==> config.mk <==
export PLATFORM = sky130hd
export DESIGN_NAME = audio_stream_ctrl
export DESIGN_NICKNAME = d
export VERILOG_FILES = /design/src/rtl/audio_stream_ctrl.sv
export SDC_FILE = /design/constraint.sdc
export NUM_CORES = 1
export LEC_CHECK = 0
export CAP_MARGIN = 40
export CORE_UTILIZATION = 69
export CTS_BUF_LIST = sky130_fd_sc_hd__clkbuf_2
export CTS_CLUSTER_SIZE = 20
export DETAILED_ROUTE_END_ITERATION = 10
export PLACE_DENSITY_LB_ADDON = 0.3
export SYNTH_ARGS = -nofsm -noshare
export SYNTH_HDL_FRONTEND = slang
export SYNTH_SLANG_ARGS = --single-unit
==> constraint.sdc <==
create_clock -name clk -period 10.55 [get_ports clk]
set_input_delay 2.11 -clock clk [delete_from_list [all_inputs] [get_ports clk]]
set_output_delay 2.11 -clock clk [all_outputs]
set_load 0.05 [all_outputs]
==> src/rtl/audio_stream_ctrl.sv <==
`default_nettype none
// ============================================================================
// audio_stream_ctrl : assembles stereo frames from op words into a FIFO and
//                     paces them out to the DAC at 44.1 / 22.05 kHz.
// Rev 1.0
// ============================================================================
module audio_stream_ctrl #(
    parameter int FIFO_AW   = 4,
    parameter int DIV44     = 567,
    parameter int LOW_WATER = 4
) (
    input  logic        clk,
    input  logic        rst,
    input  logic [15:0] op,
    input  logic        op_valid,
    input  logic        is_audio_sample,
    input  logic        audio_starts,
    input  logic        all_1_packet,
    input  logic        power_on_packet_R1,
    output logic [15:0] sample_l,
    output logic [15:0] sample_r,
    output logic        sample_strobe,
    output logic        audio_req,
    output logic        streaming,
    output logic        rate_22k,
    output logic        underrun,
    output logic        overflow,
    output logic        powered_on
);

    localparam int              DEPTH      = 1 << FIFO_AW;
    localparam int              DW         = $clog2(2 * DIV44 + 1);
    localparam logic [DW-1:0]   DIV44_LAST = DW'(DIV44 - 1);
    localparam logic [DW-1:0]   DIV22_LAST = DW'(2 * DIV44 - 1);
    localparam logic [31:0]     LW_U       = 32'(LOW_WATER);
    localparam logic [FIFO_AW:0] FULL_CNT  = (FIFO_AW + 1)'(DEPTH);

    typedef enum logic [1:0] {
        IN_IDLE = 2'd0,
        IN_L    = 2'd1,
        IN_R    = 2'd2
    } in_state_t;

    typedef enum logic [1:0] {
        P_IDLE  = 2'd0,
        P_PRIME = 2'd1,
        P_PLAY  = 2'd2
    } play_state_t;

    in_state_t          in_state_q;
    play_state_t        play_state_q;
    logic [15:0]        left_q;
    logic [31:0]        fifo_mem_q [DEPTH];
    logic [FIFO_AW-1:0] wr_ptr_q;
    logic [FIFO_AW-1:0] rd_ptr_q;
    logic [FIFO_AW:0]   count_q;
    logic [FIFO_AW:0]   count_d;
    logic [DW-1:0]      div_q;
    logic [15:0]        sample_l_q;
    logic [15:0]        sample_r_q;
    logic               strobe_q;
    logic               rate_q;
    logic               underrun_q;
    logic               overflow_q;
    logic               powered_q;

    logic               w_idle_op;
    logic               w_reset_all;
    logic               w_start;
    logic               w_header;
    logic               w_power;
    logic               w_push;
    logic               w_full;
    logic               w_tick;
    logic               w_pop;
    logic               w_push_ok;
    logic [DW-1:0]      w_div_last;

    // Decoder flags only mean something between frames; inside a frame every word is data.
    assign w_idle_op   = op_valid && (in_state_q == IN_IDLE);
    assign w_reset_all = w_idle_op && all_1_packet;
    assign w_start     = w_idle_op && audio_starts && !all_1_packet;
    assign w_power     = w_idle_op && power_on_packet_R1;
    assign w_header    = w_idle_op && is_audio_sample && !all_1_packet && !audio_starts
                         && streaming;
    assign w_push      = op_valid && (in_state_q == IN_R);
    assign w_full      = (count_q == FULL_CNT);
    assign w_div_last  = rate_q ? DIV22_LAST : DIV44_LAST;
    assign w_tick      = (play_state_q == P_PLAY) && (div_q == w_div_last);
    assign w_pop       = w_tick && (count_q != '0);
    assign w_push_ok   = w_push && (!w_full || w_pop);
    assign count_d     = count_q + {{FIFO_AW{1'b0}}, w_push_ok} - {{FIFO_AW{1'b0}}, w_pop};

    always_ff @(posedge clk) begin
        if (w_push_ok) begin
            fifo_mem_q[wr_ptr_q] <= {left_q, op};
        end
    end

    always_ff @(posedge clk) begin
        if (rst) begin
            in_state_q   <= IN_IDLE;
            play_state_q <= P_IDLE;
            left_q       <= '0;
            wr_ptr_q     <= '0;
            rd_ptr_q     <= '0;
            count_q      <= '0;
            div_q        <= '0;
            sample_l_q   <= '0;
            sample_r_q   <= '0;
            strobe_q     <= 1'b0;
            rate_q       <= 1'b0;
            underrun_q   <= 1'b0;
            overflow_q   <= 1'b0;
            powered_q    <= 1'b0;
        end else begin
            strobe_q <= 1'b0;
            if (w_power) begin
                powered_q <= 1'b1;
            end

            if (w_reset_all) begin
                in_state_q   <= IN_IDLE;
                play_state_q <= P_IDLE;
                wr_ptr_q     <= '0;
                rd_ptr_q     <= '0;
                count_q      <= '0;
                div_q        <= '0;
                sample_l_q   <= '0;
                sample_r_q   <= '0;
                rate_q       <= 1'b0;
                underrun_q   <= 1'b0;
                overflow_q   <= 1'b0;
                powered_q    <= 1'b0;
            end else if (w_start) begin
                in_state_q   <= IN_IDLE;
                play_state_q <= P_PRIME;
                wr_ptr_q     <= '0;
                rd_ptr_q     <= '0;
                count_q      <= '0;
                div_q        <= '0;
                rate_q       <= op[12];
                underrun_q   <= 1'b0;
                overflow_q   <= 1'b0;
            end else begin
                case (in_state_q)
                    IN_IDLE: if (w_header) in_state_q <= IN_L;
                    IN_L: begin
                        if (op_valid) begin
                            left_q     <= op;
                            in_state_q <= IN_R;
                        end
                    end
                    IN_R: if (op_valid) in_state_q <= IN_IDLE;
                    default: in_state_q <= IN_IDLE;
                endcase

                if (w_push && !w_push_ok) begin
                    overflow_q <= 1'b1;
                end
                if (w_push_ok) begin
                    wr_ptr_q <= wr_ptr_q + 1'b1;
                end
                count_q <= count_d;

                case (play_state_q)
                    P_IDLE: ;
                    P_PRIME: begin
                        if (32'(count_q) >= LW_U) begin
                            play_state_q <= P_PLAY;
                            div_q        <= '0;
                        end
                    end
                    P_PLAY: begin
                        if (w_tick) begin
                            div_q    <= '0;
                            strobe_q <= 1'b1;
                            if (w_pop) begin
                                sample_l_q <= fifo_mem_q[rd_ptr_q][31:16];
                                sample_r_q <= fifo_mem_q[rd_ptr_q][15:0];
                                rd_ptr_q   <= rd_ptr_q + 1'b1;
                            end else begin
                                sample_l_q <= '0;
                                sample_r_q <= '0;
                                underrun_q <= 1'b1;
                            end
                        end else begin
                            div_q <= div_q + 1'b1;
                        end
                    end
                    default: play_state_q <= P_IDLE;
                endcase
            end
        end
    end

    assign sample_l      = sample_l_q;
    assign sample_r      = sample_r_q;
    assign sample_strobe = strobe_q;
    assign streaming     = (play_state_q != P_IDLE);
    assign audio_req     = streaming && (32'(count_q) < LW_U);
    assign rate_22k      = rate_q;
    assign underrun      = underrun_q;
    assign overflow      = overflow_q;
    assign powered_on    = powered_q;

endmodule
`default_nettype wire

==> results.txt <==
The site row count came out at 66. The overall power of the completed layout is 4.177 mW. The length of the first detailed-routing pass in iterations is 5. The final standard cell utilization of the core came out at 79.13%.

The chip width is 183.6 um. The critical path goes through inv_1, ha_1, nand2b_1, nor2_1, clkdlybuf4s50_1. The weighted congestion reported at the end of routability-driven placement came out at 0.7916.

By area the synthesized netlist is led by sky130_fd_sc_hd__edfxtp_1 (68%), sky130_fd_sc_hd__mux4_2 (13%), sky130_fd_sc_hd__dfxtp_1 (7.5%), sky130_fd_sc_hd__a21oi_1 (1.5%), sky130_fd_sc_hd__mux2i_1 (1.5%). A synthesized cell averages 19.29 sq um. The via density per instance came out at 6.544. The detailed-route DRC error count came out at 0.

The worst setup slack after placement came out at 5.274 ns. The initial cell density of the core came out at 70.12%. The summed negative setup slack over all endpoints is 0 ns.

The count of antenna-violating nets left after detailed routing is 0. Yosys mapped a number of flops with a built-in enable equal to 512. The initial antenna violation count is 2. The number of endpoints with negative hold slack in the final report came to 0. The filler cells instantiated in the layout total 1,628. The number of clock sinks seen by CTS came out at 597.

In this design, the stage delay of the slowest critical-path cell is 0.81 ns. The remaining global-route overflow came out at 0. The count of pins on the block boundary came out at 62.

The quantity of hold-fixing buffers added after cts came out at 0. The gate count of the mapped netlist came out at 1,180. The overall fraction of global-route tracks in use came out at 31.15%. The part of the Yosys area used for sequential elements came out at 75.04%. The signed area change from the synthesized netlist to the final layout came out at 12.84%. The number of cells traversed by the worst hold path is 1. The kind of capture point of the worst setup path is an output pin. The flow ran to the end, and the final reports show no timing, DRC or antenna violations. The worst voltage drop across the vdd grid is 91.05 uV. The synthesized design spends more area on one cell type than any other, namely sky130_fd_sc_hd__edfxtp_1. The worst setup path is launched from a register.

Static timing analysis puts the maximum clock frequency at 214.4 MHz. Summed over all layers, the routed wires come to 49,690 um. The CTS buffer count came out at 140. The setup violation total in the final timing report came out at 0.

For the worst flop-to-flop path, the logic depth is 15. The number of max-slew violations in the final report came to 0. The clock period minus worst slack came out at 4.664 ns.

The total instance count after detailed placement is 1,647. The non-filler instance count after layout is 1,908. The slowest cell on the critical path is sky130_fd_sc_hd__clkdlybuf4s50_1. Entering global routing, the biggest net connects 126 pins. STA puts the critical path data arrival time at 2.55 ns. The worst hold path belongs to the class reg2reg. The slew of the pin with the lowest slew margin is 1.086 ns. The post-CTS setup buffer count came out at 0.

The launch point of the worst reg-to-reg path is rate_22k. The number of global-route vias before repair came out at 13,118. The number of DRC markers after the initial detailed-route iteration is 1,291. In this run the static leakage power is 7.659 nW. Power spread over the standard cell area amounts to 162.7 nW/um^2. The net total in the final layout came out at 1,386. In this run the biggest area consumer among cell types represents 67.56% of the synthesized area. The origin of the worst min-delay path is sample_l[3]. The CTS tree is built. The fraction of final layout cells sized beyond drive strength 1 is 28.62%. The post-synth net total is 1,217. Buffers placed on the I/O ports in this run total 61. The register-to-register setup slack came out at 7.03 ns. The floorplan step defined a core boundary enclosing 32,450 sq um.

Setup repair after global routing left no endpoint under its margin. The count of warnings emitted by yosys came out at 0. The post-synthesis register bit count came out at 597.

The share of flip-flops with an asynchronous set or reset is 0%. CTS built an H-tree with a depth of 4. Leaving out fill and tap cells, the most frequent cell in the layout is sky130_fd_sc_hd__edfxtp_1.

The routed wirelength normalized by instance count came out at 26.04 um. Of all nets on the critical path, the largest fanout is 3. The count of max-cap constraint violations is 0. Detailed routing inserted a total of 12,485 vias.

The clock tree buffer depth is 3. The post-layout worst setup margin came out at 5.886 ns. The most used flip-flop cell after synthesis is sky130_fd_sc_hd__edfxtp_1. The relative slew slack came out at 27.59%. For hold timing, the worst endpoint is sample_l[3]. Once detailed placement completed, the half-perimeter wirelength came to 28,920 um. The wire length of the first global-routing pass is 75,380 um.

The clock network latency to the later pin of the worst-skew pair is 1.05 ns. After clock tree synthesis, the clock-pin slew on the worst setup and hold paths is 0.10 ns. The root cell of the clock tree is sky130_fd_sc_hd__clkbuf_2. Synthesis instantiated 58 different standard cells from the library. The final setup skew came out at 0.08337 ns. The endpoint identified for the worst register-to-register timing path is count_q[4]. The floorplan step set the die height to 183.6 um. The top cell types in the final layout, fill and taps aside, are sky130_fd_sc_hd__edfxtp_1 (512), sky130_fd_sc_hd__clkbuf_2 (211), sky130_fd_sc_hd__mux4_2 (128). At the worst endpoint, the required time is 8.44 ns. Post-CTS repair changed the size of 0 cells. The share of the cycle needed by the critical path after routing is 44.21%. The setup path with the least slack is of type reg2out. The total standard cell area after synthesis came out at 22,760 sq um.

The die covers 33,710 sq um.
flip-flops by register name (all words and copies together) (netlist names), named ones only:
name and flops:
sample_strobe 1, div_q 11, rate_22k 1, underrun 1, rd_ptr_q 4, fifo_mem_q 512, in_state_q 2, wr_ptr_q 4
play_state_q 2, sample_l 16, left_q 16, count_q 5, powered_on 1, overflow 1, sample_r 16
worst max-delay path, delay by kind of cell, from the launching register on:
family	cells	cell delay (ns)
buf+inv	2	0.90
flops	1	0.34
simple gates	2	0.17
fa+ha+maj	1	0.14
power breakdown:
group          switching [mW]  internal, mW  total (mW)
combinational          0.0319        0.0127      0.0447
clock                   0.888         0.705        1.59
sequential           0.000899          2.54        2.54
total                   0.921          3.26        4.18
layer usage:
metal | GRT usage [%] | vias to the layer above | wire [um]
li1 | - | 5259 | -
met1 | 40.66 | 6323 | 18220
met2 | 50.61 | 775 | 25120
met3 | 7.409 | 128 | 4808
met4 | 13.93 | 0 | 1545
met5 | 0 | - | 0
final cells by class:
cell class | count | area [sq um] | area share (%)
Clock inverter | 46 | 367.9 | 1.432
Sequential cell | 597 | 17090 | 66.55
Timing Repair Buffer | 90 | 1149 | 4.473
Inverter | 15 | 56.30 | 0.2193
Multi-Input combinational cell | 505 | 5404 | 21.04
Tap cell | 442 | 553.0 | 2.154
Clock buffer | 211 | 1056 | 4.112
Antenna cell | 2 | 5.005 | 0.01949
cells by family (layout without fill, tap and decap cells):
family / count (synthesis) / in the layout / share of synthesized area, %
DFF: 597 / 597 / 75.04
AOI/OAI and AO/OA: 165 / 165 / 4.745
muxes: 161 / 161 / 14.12
and+or+nand+nor: 161 / 161 / 3.689
buffers and inverters: 78 / 362 / 1.451
adders and majority gates: 14 / 14 / 0.8027
xor gates and xnor gates: 4 / 4 / 0.1540
other: 0 / 2 / 0
cells in the mapped netlist (all sizes together) (3+ instances only):
cell type,count
o21ai,7
or4,3
mux2i,33
mux4,128
a21o,3
dfxtp,85
nor2b,6
o22ai,32
o21a,3
nor3,7
and4,3
nor2,24
o211ai,7
a21oi,66
ha,13
nand3,12
clkbuf,34
buf,29
inv,15
and2,3
edfxtp,512
nand2b,6
or3,5
or2,4
a31oi,3
nand2,61
a22o,32
nand4,3
and3,13
how the worst max path moves through the flow:
stage,cells past startpoint,startpoint,endpoint
after floorplan,5,op_valid,fifo_mem_q[3][0]
after detailed placement,16,op_valid,count_q[4]
after global routing,5,count_q[4],audio_req
after global placement,16,op_valid,count_q[4]
after CTS,5,count_q[4],audio_req
final,5,count_q[4],audio_req
through the flow:
stage	instance area (sq um)	hold WS, ns
after CTS	25660	0.4909
after floorplan	22760	0.4479
after global routing	25680	0.5030
after global placement	23790	0.4633
after detailed placement	24240	0.4666
final	25680	0.4900
Power figures use the tool's default switching activity.
